**config.mk**
```make
export PLATFORM = sky130hd
export DESIGN_NAME = multicycle_control_flat
export DESIGN_NICKNAME = d
export VERILOG_FILES = /design/src/rtl/ctrl_pkg.sv /design/src/rtl/multicycle_control_if.sv /design/src/rtl/alu_decoder.sv /design/src/rtl/multicycle_control.sv /design/src/flat_wrapper.sv
export SDC_FILE = /design/constraint.sdc
export NUM_CORES = 1
export LEC_CHECK = 0
export BUFFER_PORTS_ARGS = -buffer_cell sky130_fd_sc_hd__buf_2
export CAP_MARGIN = 30
export CORE_AREA = 2 2 48 50
export DETAILED_ROUTE_END_ITERATION = 10
export DIE_AREA = 0 0 50 52
export PLACE_DENSITY_LB_ADDON = 0.12
export SLEW_MARGIN = 0
export SYNTH_ARGS = -nofsm -noshare
export SYNTH_HDL_FRONTEND = slang
export SYNTH_SLANG_ARGS = --single-unit
```
**constraint.sdc**
```tcl
create_clock -name clk_i -period 2 [get_ports clk_i]
set_clock_uncertainty 0.15 [all_clocks]
set_input_delay 0.2 -clock clk_i [delete_from_list [all_inputs] [get_ports clk_i]]
set_output_delay 0.2 -clock clk_i [all_outputs]
set_load 0.03 [all_outputs]
```
**src/rtl/ctrl_pkg.sv**
```systemverilog
// Shared encodings for the multicycle RV32I control unit.
// CTRL_ILLEGAL_TRAP_EN adds the TRAP state.
package ctrl_pkg;

    typedef enum logic [3:0] {
        FETCH,
        DECODE,
        MEMADR,
        MEMREAD,
        MEMWB,
        MEMWRITE,
        EXECR,
        EXECI,
        ALUWB,
        BRANCH,
        JAL,
        JALR_A,
        JALR_B,
        LUI,
        AUIPC
`ifdef CTRL_ILLEGAL_TRAP_EN
        , TRAP
`endif
    } state_t;

    // Must match the immediate extender's select encoding.
    typedef enum logic [2:0] {
        IMM_I = 3'b000,
        IMM_B = 3'b001,
        IMM_S = 3'b010,
        IMM_U = 3'b011,
        IMM_J = 3'b100
    } imm_src_t;

    typedef enum logic [3:0] {
        ALUC_ADD = 4'b0000,
        ALUC_SUB = 4'b0001,
        ALUC_AND = 4'b0010,
        ALUC_OR  = 4'b0011,
        ALUC_XOR = 4'b0100,
        ALUC_SLT = 4'b0101,
        ALUC_SLL = 4'b0110,
        ALUC_SRL = 4'b0111,
        ALUC_SRA = 4'b1000
    } alu_ctrl_t;

    typedef enum logic [1:0] {
        ALUOP_ADD,
        ALUOP_SUB,
        ALUOP_FUNCT
    } alu_op_t;

    localparam logic [6:0] OP_LOAD   = 7'b0000011;
    localparam logic [6:0] OP_STORE  = 7'b0100011;
    localparam logic [6:0] OP_R      = 7'b0110011;
    localparam logic [6:0] OP_IMM    = 7'b0010011;
    localparam logic [6:0] OP_BRANCH = 7'b1100011;
    localparam logic [6:0] OP_JAL    = 7'b1101111;
    localparam logic [6:0] OP_JALR   = 7'b1100111;
    localparam logic [6:0] OP_LUI    = 7'b0110111;
    localparam logic [6:0] OP_AUIPC  = 7'b0010111;

    localparam logic [1:0] SRCA_PC    = 2'b00;
    localparam logic [1:0] SRCA_OLDPC = 2'b01;
    localparam logic [1:0] SRCA_RS1   = 2'b10;
    localparam logic [1:0] SRCB_RS2   = 2'b00;
    localparam logic [1:0] SRCB_IMM   = 2'b01;
    localparam logic [1:0] SRCB_FOUR  = 2'b10;
    localparam logic [1:0] RES_ALUOUT = 2'b00;
    localparam logic [1:0] RES_RDATA  = 2'b01;
    localparam logic [1:0] RES_ALURES = 2'b10;
    localparam logic [1:0] RES_IMM    = 2'b11;

    function automatic imm_src_t imm_src_of(input logic [6:0] op);
        case (op)
            OP_LOAD, OP_IMM, OP_JALR: return IMM_I;
            OP_STORE:                 return IMM_S;
            OP_BRANCH:                return IMM_B;
            OP_LUI, OP_AUIPC:         return IMM_U;
            OP_JAL:                   return IMM_J;
            default:                  return IMM_I;
        endcase
    endfunction

endpackage

```
**src/rtl/multicycle_control_if.sv**
```systemverilog
// Control <-> datapath bundle: IR fields and flags in, selects and enables out.
interface multicycle_control_if;
    logic [6:0] op_i;
    logic [2:0] funct3_i;
    logic       funct7b5_i;
    logic       Zero_i;
    logic       Lt_i;
    logic       MemReady_i;
    logic       MemReq_o;
    logic       MemWrite_o;
    logic       AdrSrc_o;
    logic       IRWrite_o;
    logic       PCWrite_o;
    logic       RegWrite_o;
    logic [2:0] ImmSrc_o;
    logic [1:0] ALUSrcA_o;
    logic [1:0] ALUSrcB_o;
    logic [3:0] ALUControl_o;
    logic [1:0] ResultSrc_o;
    logic       Trap_o;

    modport master (
        input  op_i, funct3_i, funct7b5_i, Zero_i, Lt_i, MemReady_i,
        output MemReq_o, MemWrite_o, AdrSrc_o, IRWrite_o, PCWrite_o,
        output RegWrite_o, ImmSrc_o, ALUSrcA_o, ALUSrcB_o,
        output ALUControl_o, ResultSrc_o, Trap_o
    );

    modport slave (
        output op_i, funct3_i, funct7b5_i, Zero_i, Lt_i, MemReady_i,
        input  MemReq_o, MemWrite_o, AdrSrc_o, IRWrite_o, PCWrite_o,
        input  RegWrite_o, ImmSrc_o, ALUSrcA_o, ALUSrcB_o,
        input  ALUControl_o, ResultSrc_o, Trap_o
    );
endinterface

```
**src/rtl/alu_decoder.sv**
```systemverilog
// Maps the FSM's ALU request and the instruction funct fields to ALUControl.
module alu_decoder
    import ctrl_pkg::*;
(
    input  alu_op_t     alu_op,
    input  logic [2:0]  funct3,
    input  logic        funct7b5,
    input  logic        is_rtype,
    output alu_ctrl_t   alu_ctrl
);

    always_comb begin
        alu_ctrl = ALUC_ADD;
        unique case (alu_op)
            ALUOP_SUB: alu_ctrl = ALUC_SUB;
            ALUOP_FUNCT: begin
                case (funct3)
                    // funct7b5 is an immediate bit for addi, so only R-type subtracts
                    3'b000: alu_ctrl = (is_rtype && funct7b5) ? ALUC_SUB : ALUC_ADD;
                    3'b001: alu_ctrl = ALUC_SLL;
                    3'b010: alu_ctrl = ALUC_SLT;
                    3'b011: alu_ctrl = ALUC_SLT;
                    3'b100: alu_ctrl = ALUC_XOR;
                    3'b101: alu_ctrl = funct7b5 ? ALUC_SRA : ALUC_SRL;
                    3'b110: alu_ctrl = ALUC_OR;
                    default: alu_ctrl = ALUC_AND;
                endcase
            end
            default: alu_ctrl = ALUC_ADD;
        endcase
    end

endmodule

```
**src/rtl/multicycle_control.sv**
```systemverilog
// Moore control FSM for the multicycle RV32I datapath.
// Define CTRL_ILLEGAL_TRAP_EN to trap on unknown opcodes instead of skipping them.
module multicycle_control
    import ctrl_pkg::*;
(
    input logic                  clk_i,
    input logic                  rst_i,
    multicycle_control_if.master bus
);

    state_t     state, next;
    logic       mem_req, mem_write, adr_src;
    logic       ir_write, pc_write, reg_write;
    logic [1:0] src_a, src_b, res_src;
    logic       br_taken;
    alu_op_t    alu_op;
    alu_ctrl_t  alu_ctrl;
`ifdef CTRL_ILLEGAL_TRAP_EN
    logic       trap;
`endif

    always_ff @(posedge clk_i or posedge rst_i) begin
        if (rst_i) state <= FETCH;
        else       state <= next;
    end

    always_comb begin
        case (bus.funct3_i)
            3'b000:  br_taken = bus.Zero_i;
            3'b001:  br_taken = !bus.Zero_i;
            3'b100:  br_taken = bus.Lt_i;
            3'b101:  br_taken = !bus.Lt_i;
            default: br_taken = 1'b0;
        endcase
    end

    always_comb begin
        next      = state;
        mem_req   = 1'b0;
        mem_write = 1'b0;
        adr_src   = 1'b0;
        ir_write  = 1'b0;
        pc_write  = 1'b0;
        reg_write = 1'b0;
        src_a     = SRCA_PC;
        src_b     = SRCB_RS2;
        res_src   = RES_ALUOUT;
        alu_op    = ALUOP_ADD;
`ifdef CTRL_ILLEGAL_TRAP_EN
        trap      = 1'b0;
`endif
        unique case (state)
            FETCH: begin
                mem_req  = 1'b1;
                src_b    = SRCB_FOUR;
                res_src  = RES_ALURES;
                ir_write = bus.MemReady_i;
                pc_write = bus.MemReady_i;
                if (bus.MemReady_i) next = DECODE;
            end
            DECODE: begin
                // Branch/jal target parks in ALUOut for the next state
                src_a = SRCA_OLDPC;
                src_b = SRCB_IMM;
                case (bus.op_i)
                    OP_LOAD, OP_STORE: next = MEMADR;
                    OP_R:              next = EXECR;
                    OP_IMM:            next = EXECI;
                    OP_BRANCH:         next = BRANCH;
                    OP_JAL:            next = JAL;
                    OP_JALR:           next = JALR_A;
                    OP_LUI:            next = LUI;
                    OP_AUIPC:          next = AUIPC;
                    default: begin
`ifdef CTRL_ILLEGAL_TRAP_EN
                        next = TRAP;
`else
                        next = FETCH;
`endif
                    end
                endcase
            end
            MEMADR: begin
                src_a = SRCA_RS1;
                src_b = SRCB_IMM;
                next  = (bus.op_i == OP_STORE) ? MEMWRITE : MEMREAD;
            end
            MEMREAD: begin
                mem_req = 1'b1;
                adr_src = 1'b1;
                if (bus.MemReady_i) next = MEMWB;
            end
            MEMWB: begin
                res_src   = RES_RDATA;
                reg_write = 1'b1;
                next      = FETCH;
            end
            MEMWRITE: begin
                mem_req   = 1'b1;
                mem_write = 1'b1;
                adr_src   = 1'b1;
                if (bus.MemReady_i) next = FETCH;
            end
            EXECR: begin
                src_a  = SRCA_RS1;
                alu_op = ALUOP_FUNCT;
                next   = ALUWB;
            end
            EXECI: begin
                src_a  = SRCA_RS1;
                src_b  = SRCB_IMM;
                alu_op = ALUOP_FUNCT;
                next   = ALUWB;
            end
            ALUWB: begin
                reg_write = 1'b1;
                next      = FETCH;
            end
            BRANCH: begin
                src_a    = SRCA_RS1;
                alu_op   = ALUOP_SUB;
                pc_write = br_taken;
                next     = FETCH;
            end
            JAL: begin
                src_a    = SRCA_OLDPC;
                src_b    = SRCB_FOUR;
                pc_write = 1'b1;
                next     = ALUWB;
            end
            JALR_A: begin
                src_a    = SRCA_RS1;
                src_b    = SRCB_IMM;
                res_src  = RES_ALURES;
                pc_write = 1'b1;
                next     = JALR_B;
            end
            JALR_B: begin
                src_a     = SRCA_OLDPC;
                src_b     = SRCB_FOUR;
                res_src   = RES_ALURES;
                reg_write = 1'b1;
                next      = FETCH;
            end
            LUI: begin
                res_src   = RES_IMM;
                reg_write = 1'b1;
                next      = FETCH;
            end
            AUIPC: begin
                src_a = SRCA_OLDPC;
                src_b = SRCB_IMM;
                next  = ALUWB;
            end
`ifdef CTRL_ILLEGAL_TRAP_EN
            TRAP: trap = 1'b1;
`endif
            default: next = FETCH;
        endcase
    end

    alu_decoder u_alu_dec (
        .alu_op   (alu_op),
        .funct3   (bus.funct3_i),
        .funct7b5 (bus.funct7b5_i),
        .is_rtype (bus.op_i == OP_R),
        .alu_ctrl (alu_ctrl)
    );

    // Gate with rst_i so an in-flight write dies the instant reset rises
    assign bus.MemReq_o     = mem_req & ~rst_i;
    assign bus.MemWrite_o   = mem_write & ~rst_i;
    assign bus.AdrSrc_o     = adr_src & ~rst_i;
    assign bus.IRWrite_o    = ir_write & ~rst_i;
    assign bus.PCWrite_o    = pc_write & ~rst_i;
    assign bus.RegWrite_o   = reg_write & ~rst_i;
    assign bus.ImmSrc_o     = rst_i ? 3'b000 : imm_src_of(bus.op_i);
    assign bus.ALUSrcA_o    = rst_i ? 2'b00 : src_a;
    assign bus.ALUSrcB_o    = rst_i ? 2'b00 : src_b;
    assign bus.ALUControl_o = rst_i ? 4'b0000 : alu_ctrl;
    assign bus.ResultSrc_o  = rst_i ? 2'b00 : res_src;
`ifdef CTRL_ILLEGAL_TRAP_EN
    assign bus.Trap_o       = trap & ~rst_i;
`else
    assign bus.Trap_o       = 1'b0;
`endif

endmodule

```
**src/flat_wrapper.sv**
```systemverilog
// flat-port wrapper written by rule: the top's interface ports become plain ports
module multicycle_control_flat import ctrl_pkg::*;
  (clk_i, rst_i, bus_op_i, bus_funct3_i, bus_funct7b5_i, bus_Zero_i, bus_Lt_i, bus_MemReady_i, bus_MemReq_o, bus_MemWrite_o, bus_AdrSrc_o, bus_IRWrite_o, bus_PCWrite_o, bus_RegWrite_o, bus_ImmSrc_o, bus_ALUSrcA_o, bus_ALUSrcB_o, bus_ALUControl_o, bus_ResultSrc_o, bus_Trap_o);
  multicycle_control_if bus_i ();
  input logic clk_i;
  input logic rst_i;
  input wire logic [$bits(bus_i.op_i)-1:0] bus_op_i;
  input wire logic [$bits(bus_i.funct3_i)-1:0] bus_funct3_i;
  input wire logic [$bits(bus_i.funct7b5_i)-1:0] bus_funct7b5_i;
  input wire logic [$bits(bus_i.Zero_i)-1:0] bus_Zero_i;
  input wire logic [$bits(bus_i.Lt_i)-1:0] bus_Lt_i;
  input wire logic [$bits(bus_i.MemReady_i)-1:0] bus_MemReady_i;
  output wire logic [$bits(bus_i.MemReq_o)-1:0] bus_MemReq_o;
  output wire logic [$bits(bus_i.MemWrite_o)-1:0] bus_MemWrite_o;
  output wire logic [$bits(bus_i.AdrSrc_o)-1:0] bus_AdrSrc_o;
  output wire logic [$bits(bus_i.IRWrite_o)-1:0] bus_IRWrite_o;
  output wire logic [$bits(bus_i.PCWrite_o)-1:0] bus_PCWrite_o;
  output wire logic [$bits(bus_i.RegWrite_o)-1:0] bus_RegWrite_o;
  output wire logic [$bits(bus_i.ImmSrc_o)-1:0] bus_ImmSrc_o;
  output wire logic [$bits(bus_i.ALUSrcA_o)-1:0] bus_ALUSrcA_o;
  output wire logic [$bits(bus_i.ALUSrcB_o)-1:0] bus_ALUSrcB_o;
  output wire logic [$bits(bus_i.ALUControl_o)-1:0] bus_ALUControl_o;
  output wire logic [$bits(bus_i.ResultSrc_o)-1:0] bus_ResultSrc_o;
  output wire logic [$bits(bus_i.Trap_o)-1:0] bus_Trap_o;
  assign bus_i.op_i = bus_op_i;
  assign bus_i.funct3_i = bus_funct3_i;
  assign bus_i.funct7b5_i = bus_funct7b5_i;
  assign bus_i.Zero_i = bus_Zero_i;
  assign bus_i.Lt_i = bus_Lt_i;
  assign bus_i.MemReady_i = bus_MemReady_i;
  assign bus_MemReq_o = bus_i.MemReq_o;
  assign bus_MemWrite_o = bus_i.MemWrite_o;
  assign bus_AdrSrc_o = bus_i.AdrSrc_o;
  assign bus_IRWrite_o = bus_i.IRWrite_o;
  assign bus_PCWrite_o = bus_i.PCWrite_o;
  assign bus_RegWrite_o = bus_i.RegWrite_o;
  assign bus_ImmSrc_o = bus_i.ImmSrc_o;
  assign bus_ALUSrcA_o = bus_i.ALUSrcA_o;
  assign bus_ALUSrcB_o = bus_i.ALUSrcB_o;
  assign bus_ALUControl_o = bus_i.ALUControl_o;
  assign bus_ResultSrc_o = bus_i.ResultSrc_o;
  assign bus_Trap_o = bus_i.Trap_o;
  multicycle_control u_core (.clk_i(clk_i), .rst_i(rst_i), .bus(bus_i));
endmodule
```
==> summary.md, run 1 <==
| Metric | Value |
|---|---|
| Via/cell ratio | 5.50 |
| Num CTS Buffers | 3 |
| Total GRT Usage | 19.5% |
| Cell depth of the worst setup path | 8 |
| Flop pwr share | 15.1% |
| Pins Over Slew Limit | 0 |
| Maximum vdd drop | 0.330 mV |
| Die H | 52 µm |
| Int Power | 0.000374 W |
| Share of cells above drive strength 1 | 44.2% |
| Core area | 2110 µm² |
| Util after Layout | 63.4% |
| Final setup fails | 7 |
| Max Freq | 461 MHz |
| Hpwl dp | 1830 µm |
| Mean Syn Cell Area | 6.60 µm² |
| Detailed-route DRC error count | 0 |
| R2R Setup Slk | 110 ps |
| Sequential share of the synthesized area | 12.1% |
| Setup CP Type | reg -> out |
| Nets | 185 |
| Post-layout min period | 2170 ps |
| Vias in the first global route | 937 |
| Detail Route Antenna Nets | 0 |
| Net Count, Synth | 143 |
| Pin count of the biggest net entering global routing | 20 |
| Seq cells post-synth | 4 |
| CTS tree | done |
| Ys flop type | dfrtp_1 |
| EDFF count, synth | 0 |
| Worst slack, placed | -2.89 ps |
| Max-Cap Viols | 0 |
| Crit path largest cell delay | 400 ps |
| Area growth syn-to-layout | 61.9% |
| Mapped cell area | 825 µm² |
| Clock root cell | clkbuf_4 |
| Largest registers | u_core.state: 4 flops |
| Die Area | 2600 µm² |
| FF-to-FF path depth | 5 |
| Worst Setup EP | bus_ALUControl_o[0] |
| Dpl cells | 185 |
| Comb pwr share | 70.0% |
| Wire per inst | 13.5 µm |
| I/O Buffers | 34 |
| Pre-antenna DRT Iters | 4 |
| Initial Util | 39.2% |
| Skew-Pair Late Insertion Delay | 240 ps |
| Total gr overflow | 0 |
| Synth async-reset ratio | 100% |
| Worst setup startpoint | u_core.state[3] |
| FF-to-FF Start | u_core.state[3] |
| Final hold violation count | 0 |
| Ant. Diodes | 0 |
| WHS Path Cells | 2 |
| Routed WL | 2600 µm |
| Max Buffers Root-to-Sink | 2 |
| I/O pins | 36 |
| Hold Crit Class | in -> reg |
| Critical Path, Cell by Cell | nor2b_4 > nand3b_1 > ha_4 > inv_4 > nand3_4 > a31oi_1 > a32o_2 > buf_6 |
| Post-Syn Instances | 125 |
| Switching share of power | 46.8% |
| Family with the most delay on the worst path | simple AND/OR/NAND/NOR gates |
| Starting DRT DRC Count | 18 |
| Critical Path Source Type | register |
| H-tree Lvls | 1 |
| Initial antenna violation count | 0 |
| # fillers | 195 |
| Worst Path Required | 1650 ps |
| Reg clk slew, reported paths | 40 ps |
| Slowest-stage cell, CP | dfrtp_2 |
| Worst R2R End | u_core.state[2] |
| Max reg flops | 4 |
| Sw Pwr | 0.000329 W |
| Synth unique cells | 44 |
| Synth warn | 0 |
| Pwr Density | 527 nW/µm² |
| GPL Wtd Cong | 0.855 |
| Worst setup margin | -171 ps |
| Status | finished with violations |
| DIE WIDTH | 50 µm |
| Critical Path AT | 1820 ps |
| Total Power | 0.000703 W |
| Most flop-heavy register | u_core.state |
| RSZ-0062 raised after global routing | yes |
| Lkg Pwr | 0.587 nW |
| Final setup TNS | -755 ps |
| Post-route insts no fill | 193 |
| Vias | 1061 |
| CTS Sinks | 4 |
| Endpoint class of the critical path | output port |
| First-pass GRT wire length | 3900 µm |
| Clock power share | 14.9% |
| Tcrit/Tclk final | 109% |
| Max FO, Critical Path | 4 |
| Row count | 17 |
| Worst path bufs/invs | 2 |
| Failing checks | setup timing |
power groups by stage:
stage / Clock [W] / Sequential [W] / Combinational (W)
after detailed placement: 0 / 0.000104 / 0.000401
after global placement: 0 / 0.000103 / 0.000399
after floorplan: 0 / 0.000103 / 0.000294
after global routing: 0.000107 / 0.000107 / 0.000529
final: 0.000105 / 0.000106 / 0.000493
after CTS: 0.000107 / 0.000104 / 0.000419
worst reg2reg max path: stages, from the launching register on:
cell,delay (ps)
dfrtp_2,430
buf_4,180
or4b_4,580
nor4_4,190
a31oi_1,60
o21ai_1,190
logic make-up after synthesis:
family | share of synthesized area [%]
adder cells (fa/ha/maj) | 3.03
buffers and inverters | 10.0
AO/OA/AOI/OAI | 28.4
multiplexers | 2.43
XOR/XNOR | 5.31
other | 0.455
AND/OR/NAND/NOR | 38.2
flip-flops | 12.1
cells in the mapped netlist (all sizes together), types with 3 or more instances:
cell | count | area (µm²)
a31oi | 3 | 18.8
xor2 | 3 | 26.3
nand2 | 12 | 45.0
nand3b | 3 | 22.5
dfrtp | 4 | 100
nor2 | 8 | 30.0
a21oi | 10 | 50.1
o21ai | 5 | 25.0
clkbuf | 9 | 33.8
nor3 | 9 | 45.0
nand2b | 4 | 25.0
nor4 | 4 | 31.3
a32o | 3 | 30.0
buf | 3 | 15.0
inv | 9 | 33.8
nor2b | 3 | 18.8
nor4b | 3 | 26.3
repair_timing:
action                                 4_1_cts  5_1_grt
endpoints found under the hold margin        4        0
pin swaps                                    4        8
hold buffers                                 1        0
setup buffers                                2        2
cloned                                       0        0
setup endpoints to repair                    9       13
resized for setup                           16       27
placed cells by master (no fill, tap or decap), types with 2 or more instances in the layout:
master,count
a211oi_1,2
a21oi_1,6
a21oi_2,3
a31oi_1,3
a32o_1,2
buf_2,22
buf_4,17
buf_6,8
clkbuf_4,3
dfrtp_1,3
inv_1,8
mux2i_1,2
nand2_1,12
nand2b_1,4
nand3b_1,3
nor2_1,7
nor2b_4,2
nor3_1,9
nor4_1,3
nor4b_4,2
o21ai_0,3
o21ai_1,2
o31ai_1,2
xnor2_1,2
xor2_1,2
routing by layer:
metal	vias to the layer above	routed length (µm)	share of wire, %	track usage (%)
li1	538	-	-	-
met1	478	1160	45	25.1
met2	37	1280	49	30.9
met3	8	107	4.1	2.30
met4	0	59	2.3	12.0
met5	-	0	0	0
how the worst min path moves through the flow:
stage / slack (ps) / end / from
floorplan: 20 / u_core.state[0] / rst_i
global placement: 130 / u_core.state[0] / rst_i
detailed placement: 140 / u_core.state[0] / rst_i
CTS: 90 / u_core.state[0] / bus_op_i[3]
global route: 150 / u_core.state[0] / bus_op_i[3]
finish: 120 / u_core.state[0] / bus_op_i[3]
layout make-up:
class	count	area (µm²)	area share, %
Clock buffer	3	22.5	1.69
Inverter	9	36.3	2.72
Multi-Input combinational cell	100	782	58.6
Sequential cell	4	101	7.59
Tap cell	28	35.0	2.62
Timing Repair Buffer	49	358	26.8
per-stage QoR:
| step | hold WS, ps | cell area (µm²) |
|---|---|---|
| 6_report | 116 | 1340 |
| 3_3_place_gp | 134 | 1100 |
| 5_1_grt | 152 | 1340 |
| 2_1_floorplan | 24.6 | 906 |
| 3_5_place_dp | 135 | 1100 |
| 4_1_cts | 91.0 | 1190 |
No activity file was read; power rests on OpenSTA's default activity.
==> run 2, diff against run 1 <==
--- a/config.mk
+++ b/config.mk
@@ -7,11 +7,12 @@
 export LEC_CHECK = 0
 export BUFFER_PORTS_ARGS = -buffer_cell sky130_fd_sc_hd__buf_2
 export CAP_MARGIN = 30
-export CORE_AREA = 2 2 48 50
+export CORE_AREA = 2 2 49 51
 export DETAILED_ROUTE_END_ITERATION = 10
-export DIE_AREA = 0 0 50 52
+export DIE_AREA = 0 0 51 53
 export PLACE_DENSITY_LB_ADDON = 0.12
 export SLEW_MARGIN = 0
 export SYNTH_ARGS = -nofsm -noshare
 export SYNTH_HDL_FRONTEND = slang
+export SYNTH_HIERARCHICAL = 1
 export SYNTH_SLANG_ARGS = --single-unit
==> run 2 against run 1 <==
Combinational power shrank 48%. Via count grew 9.0%. Wire length grew 6.6%. Final area grew 3.1%. Largest cell class unchanged. The flow still finishes with violations (setup timing). Highest routed layer unchanged.
==> summary.md, run 2 <==
| Metric | Value |
|---|---|
| Status | finished with violations |
| Failing checks | setup timing |
| Max Buffers Root-to-Sink | 2 |
| Final hold violation count | 0 |
| Area growth syn-to-layout | 57.8% |
| Synth unique cells | 46 |
| Top-count cell post-synth | nor2_1 |
| Hold Crit Start | bus_op_i[3] |
| Post-layout min period | 2610 ps |
| Seq cells post-synth | 4 |
| Mapped cell area | 872 µm² |
| R2R Setup Slk | 440 ps |
| Main area contributors after synthesis | dfrtp_1 (11%), nor2_1 (7.7%), a21oi_1 (6.9%), o21ai_0 (4.6%), nand2_1 (4.3%) |
| First-pass GRT wire length | 4480 µm |
| WHS Path Cells | 4 |
| Net Count, Synth | 151 |
| Worst R2R End | u_core/state[1] |
| Pre-antenna DRT Iters | 4 |
| Sw Pwr | 0.000196 W |
| Leading cell type in the layout, fill and taps excluded | buf_2 |
| Slowest-stage cell, CP | dfrtp_1 |
| Mean Syn Cell Area | 6.56 µm² |
| Detailed-route DRC error count | 0 |
| Ant. Diodes | 0 |
| Clock root cell | clkbuf_4 |
| Hpwl dp | 1960 µm |
| Total Power | 0.000462 W |
| Wire per inst | 13.3 µm |
| Pins Over Slew Limit | 0 |
| Nets | 199 |
| Routed WL | 2770 µm |
| Endpoint class of the critical path | output port |
| Lkg Pwr | 0.614 nW |
| Pwr Density | 336 nW/µm² |
| Max reg flops | 4 |
| Total gr overflow | 0 |
| Die Area | 2700 µm² |
| I/O pins | 36 |
| Min-Delay Endpoint | u_core/state[2] |
| H-tree Lvls | 1 |
| Max-Cap Viols | 0 |
| Worst Path Required | 1650 ps |
| Share of the synthesized area in the top cell type | 11.5% |
| Detail Route Antenna Nets | 0 |
| Clock power share | 25.0% |
| I/O Buffers | 34 |
| Skew-Pair Late Insertion Delay | 250 ps |
| FF-to-FF Start | u_core/state[3] |
| Worst setup margin | -613 ps |
| Via/cell ratio | 5.56 |
| Reg clk slew, reported paths | 40 ps |
| Int Power | 0.000266 W |
| DIE WIDTH | 51 µm |
| Critical Path AT | 2260 ps |
| Pin count of the biggest net entering global routing | 15 |
| Vias in the first global route | 992 |
| Family with the most delay on the worst path | simple AND/OR/NAND/NOR gates |
| GPL Wtd Cong | 0.820 |
| Initial Util | 40.6% |
| Ys flop type | dfrtp_1 |
| FF-to-FF path depth | 5 |
| Comb pwr share | 55.5% |
| Post-synth top area cell | dfrtp_1 |
| Switching share of power | 42.4% |
| Flop pwr share | 19.4% |
| Setup CP Type | reg -> out |
| EDFF count, synth | 0 |
| Post-Syn Instances | 133 |
| Final setup fails | 6 |
| RSZ-0062 raised after global routing | yes |
| Starting DRT DRC Count | 21 |
| Sequential share of the synthesized area | 11.5% |
| Crit path largest cell delay | 400 ps |
| Dpl cells | 198 |
| Initial antenna violation count | 0 |
| Worst path bufs/invs | 2 |
| Most flop-heavy register | u_core/state |
| Post-route insts no fill | 208 |
| Most frequent cells in the layout | buf_2 (23), buf_4 (21), nor2_1 (16), nand2_1 (10), a21oi_1 (10) |
| Maximum vdd drop | 0.274 mV |
| CTS Sinks | 4 |
| Core area | 2150 µm² |
| Row count | 17 |
| Total GRT Usage | 22.3% |
| Max FO, Critical Path | 3 |
| Vias | 1157 |
| Share of cells above drive strength 1 | 42.2% |
| Synth warn | 6 |
| Num CTS Buffers | 3 |
| Tcrit/Tclk final | 131% |
| CTS tree | done |
| Synth async-reset ratio | 100% |
| Hold Crit Class | in -> reg |
| Critical Path Source Type | register |
| Top cells by count, synth | nor2_1 (18), a21oi_1 (12), nand2_1 (10), inv_1 (9), o21ai_0 (8) |
| Largest registers | u_core/state: 4 flops |
| Critical Path, Cell by Cell | nor2_2 > and3_4 > inv_2 > ha_4 > or3b_1 > o32a_1 > o21ai_1 > nor2b_4 > buf_6 |
| Max Freq | 383 MHz |
| Die H | 53 µm |
==> run 2: changes by cell type in the layout (fill, tap and decap cells not counted), sizes merged, moves of 3 or more <==
cell / change
nor2: +10
buf: +3
nand2b: +3
nor2b: +3
nor3b: +3
o21ai: +3
==> run 2: worst max-delay path by stage <==
stage,startpoint,endpoint,slack (ps),cells past startpoint
after floorplan,u_core/state[2],bus_ALUControl_o[0],-300,8
after global placement,u_core/state[1],bus_ALUControl_o[0],-330,9
after detailed placement,u_core/state[2],bus_ALUControl_o[0],-390,9
after CTS,u_core/state[1],bus_ALUControl_o[0],-550,9
after global routing,u_core/state[2],bus_ALUControl_o[0],-680,9
final,u_core/state[2],bus_ALUControl_o[0],-610,9
==> run 2: power groups by stage <==
stage               Combinational [W]  Clock, W  Sequential, W
finish                       0.000257  0.000116      0.0000898
CTS                          0.000229  0.000119      0.0000897
global placement             0.000214         0      0.0000904
floorplan                    0.000150         0      0.0000933
detailed placement           0.000216         0      0.0000905
global route                 0.000281  0.000122      0.0000904
==> run 2: cells by family (layout without fill, tap and decap cells) <==
logic type,after synthesis,count (layout),share of synthesized area [%]
AOI/OAI and AO/OA,36,36,26.7
xor gates and xnor gates,4,4,4.02
adders and majority gates,2,2,2.87
buffers and inverters,18,65,9.61
DFF,4,4,11.5
muxes,2,2,2.44
other,1,1,0.430
and+or+nand+nor,66,66,42.5
==> run 2: what timing repair did <==
item,CTS,global route
setup endpoints to repair,8,12
pin swaps,5,12
hold buffers,1,0
buffers inserted,1,4
hold endpoints to repair,4,0
resized for setup,17,24
==> run 2: routing by layer <==
metal,track usage [%],part of all wire (%)
met1,27.2,40
met2,38.1,52
met3,2.82,5.2
met4,11.7,2.0
met5,0,0
==> run 2: final cells by class <==
type                            count  area [µm²]
Clock buffer                        4        26.3
Fill cell                         201         772
Timing Repair Buffer               52         369
Sequential cell                     4         101
Tap cell                           28        35.0
Multi-Input combinational cell    111         811
Inverter                            9        33.8
==> run 2: tightest hold or removal path: cells and delay by family <==
kind | cells | cell delay [ps]
buf+inv | 1 | 140
simple gates | 1 | 70
compound gates | 2 | 180
==> run 2: stage by stage <==
stage               setup slack, ps  hold WS [ps]  TNS (ps)  utilization, %  area, µm²
floorplan                      -301           139      -408               -        940
global placement               -332          53.6      -856            54.3       1170
detailed placement             -387          52.9     -1040            54.3       1170
CTS                            -549           206     -1780            58.9       1260
global route                   -682           235     -2340            64.1       1380
finish                         -613           233     -1810            64.1       1380
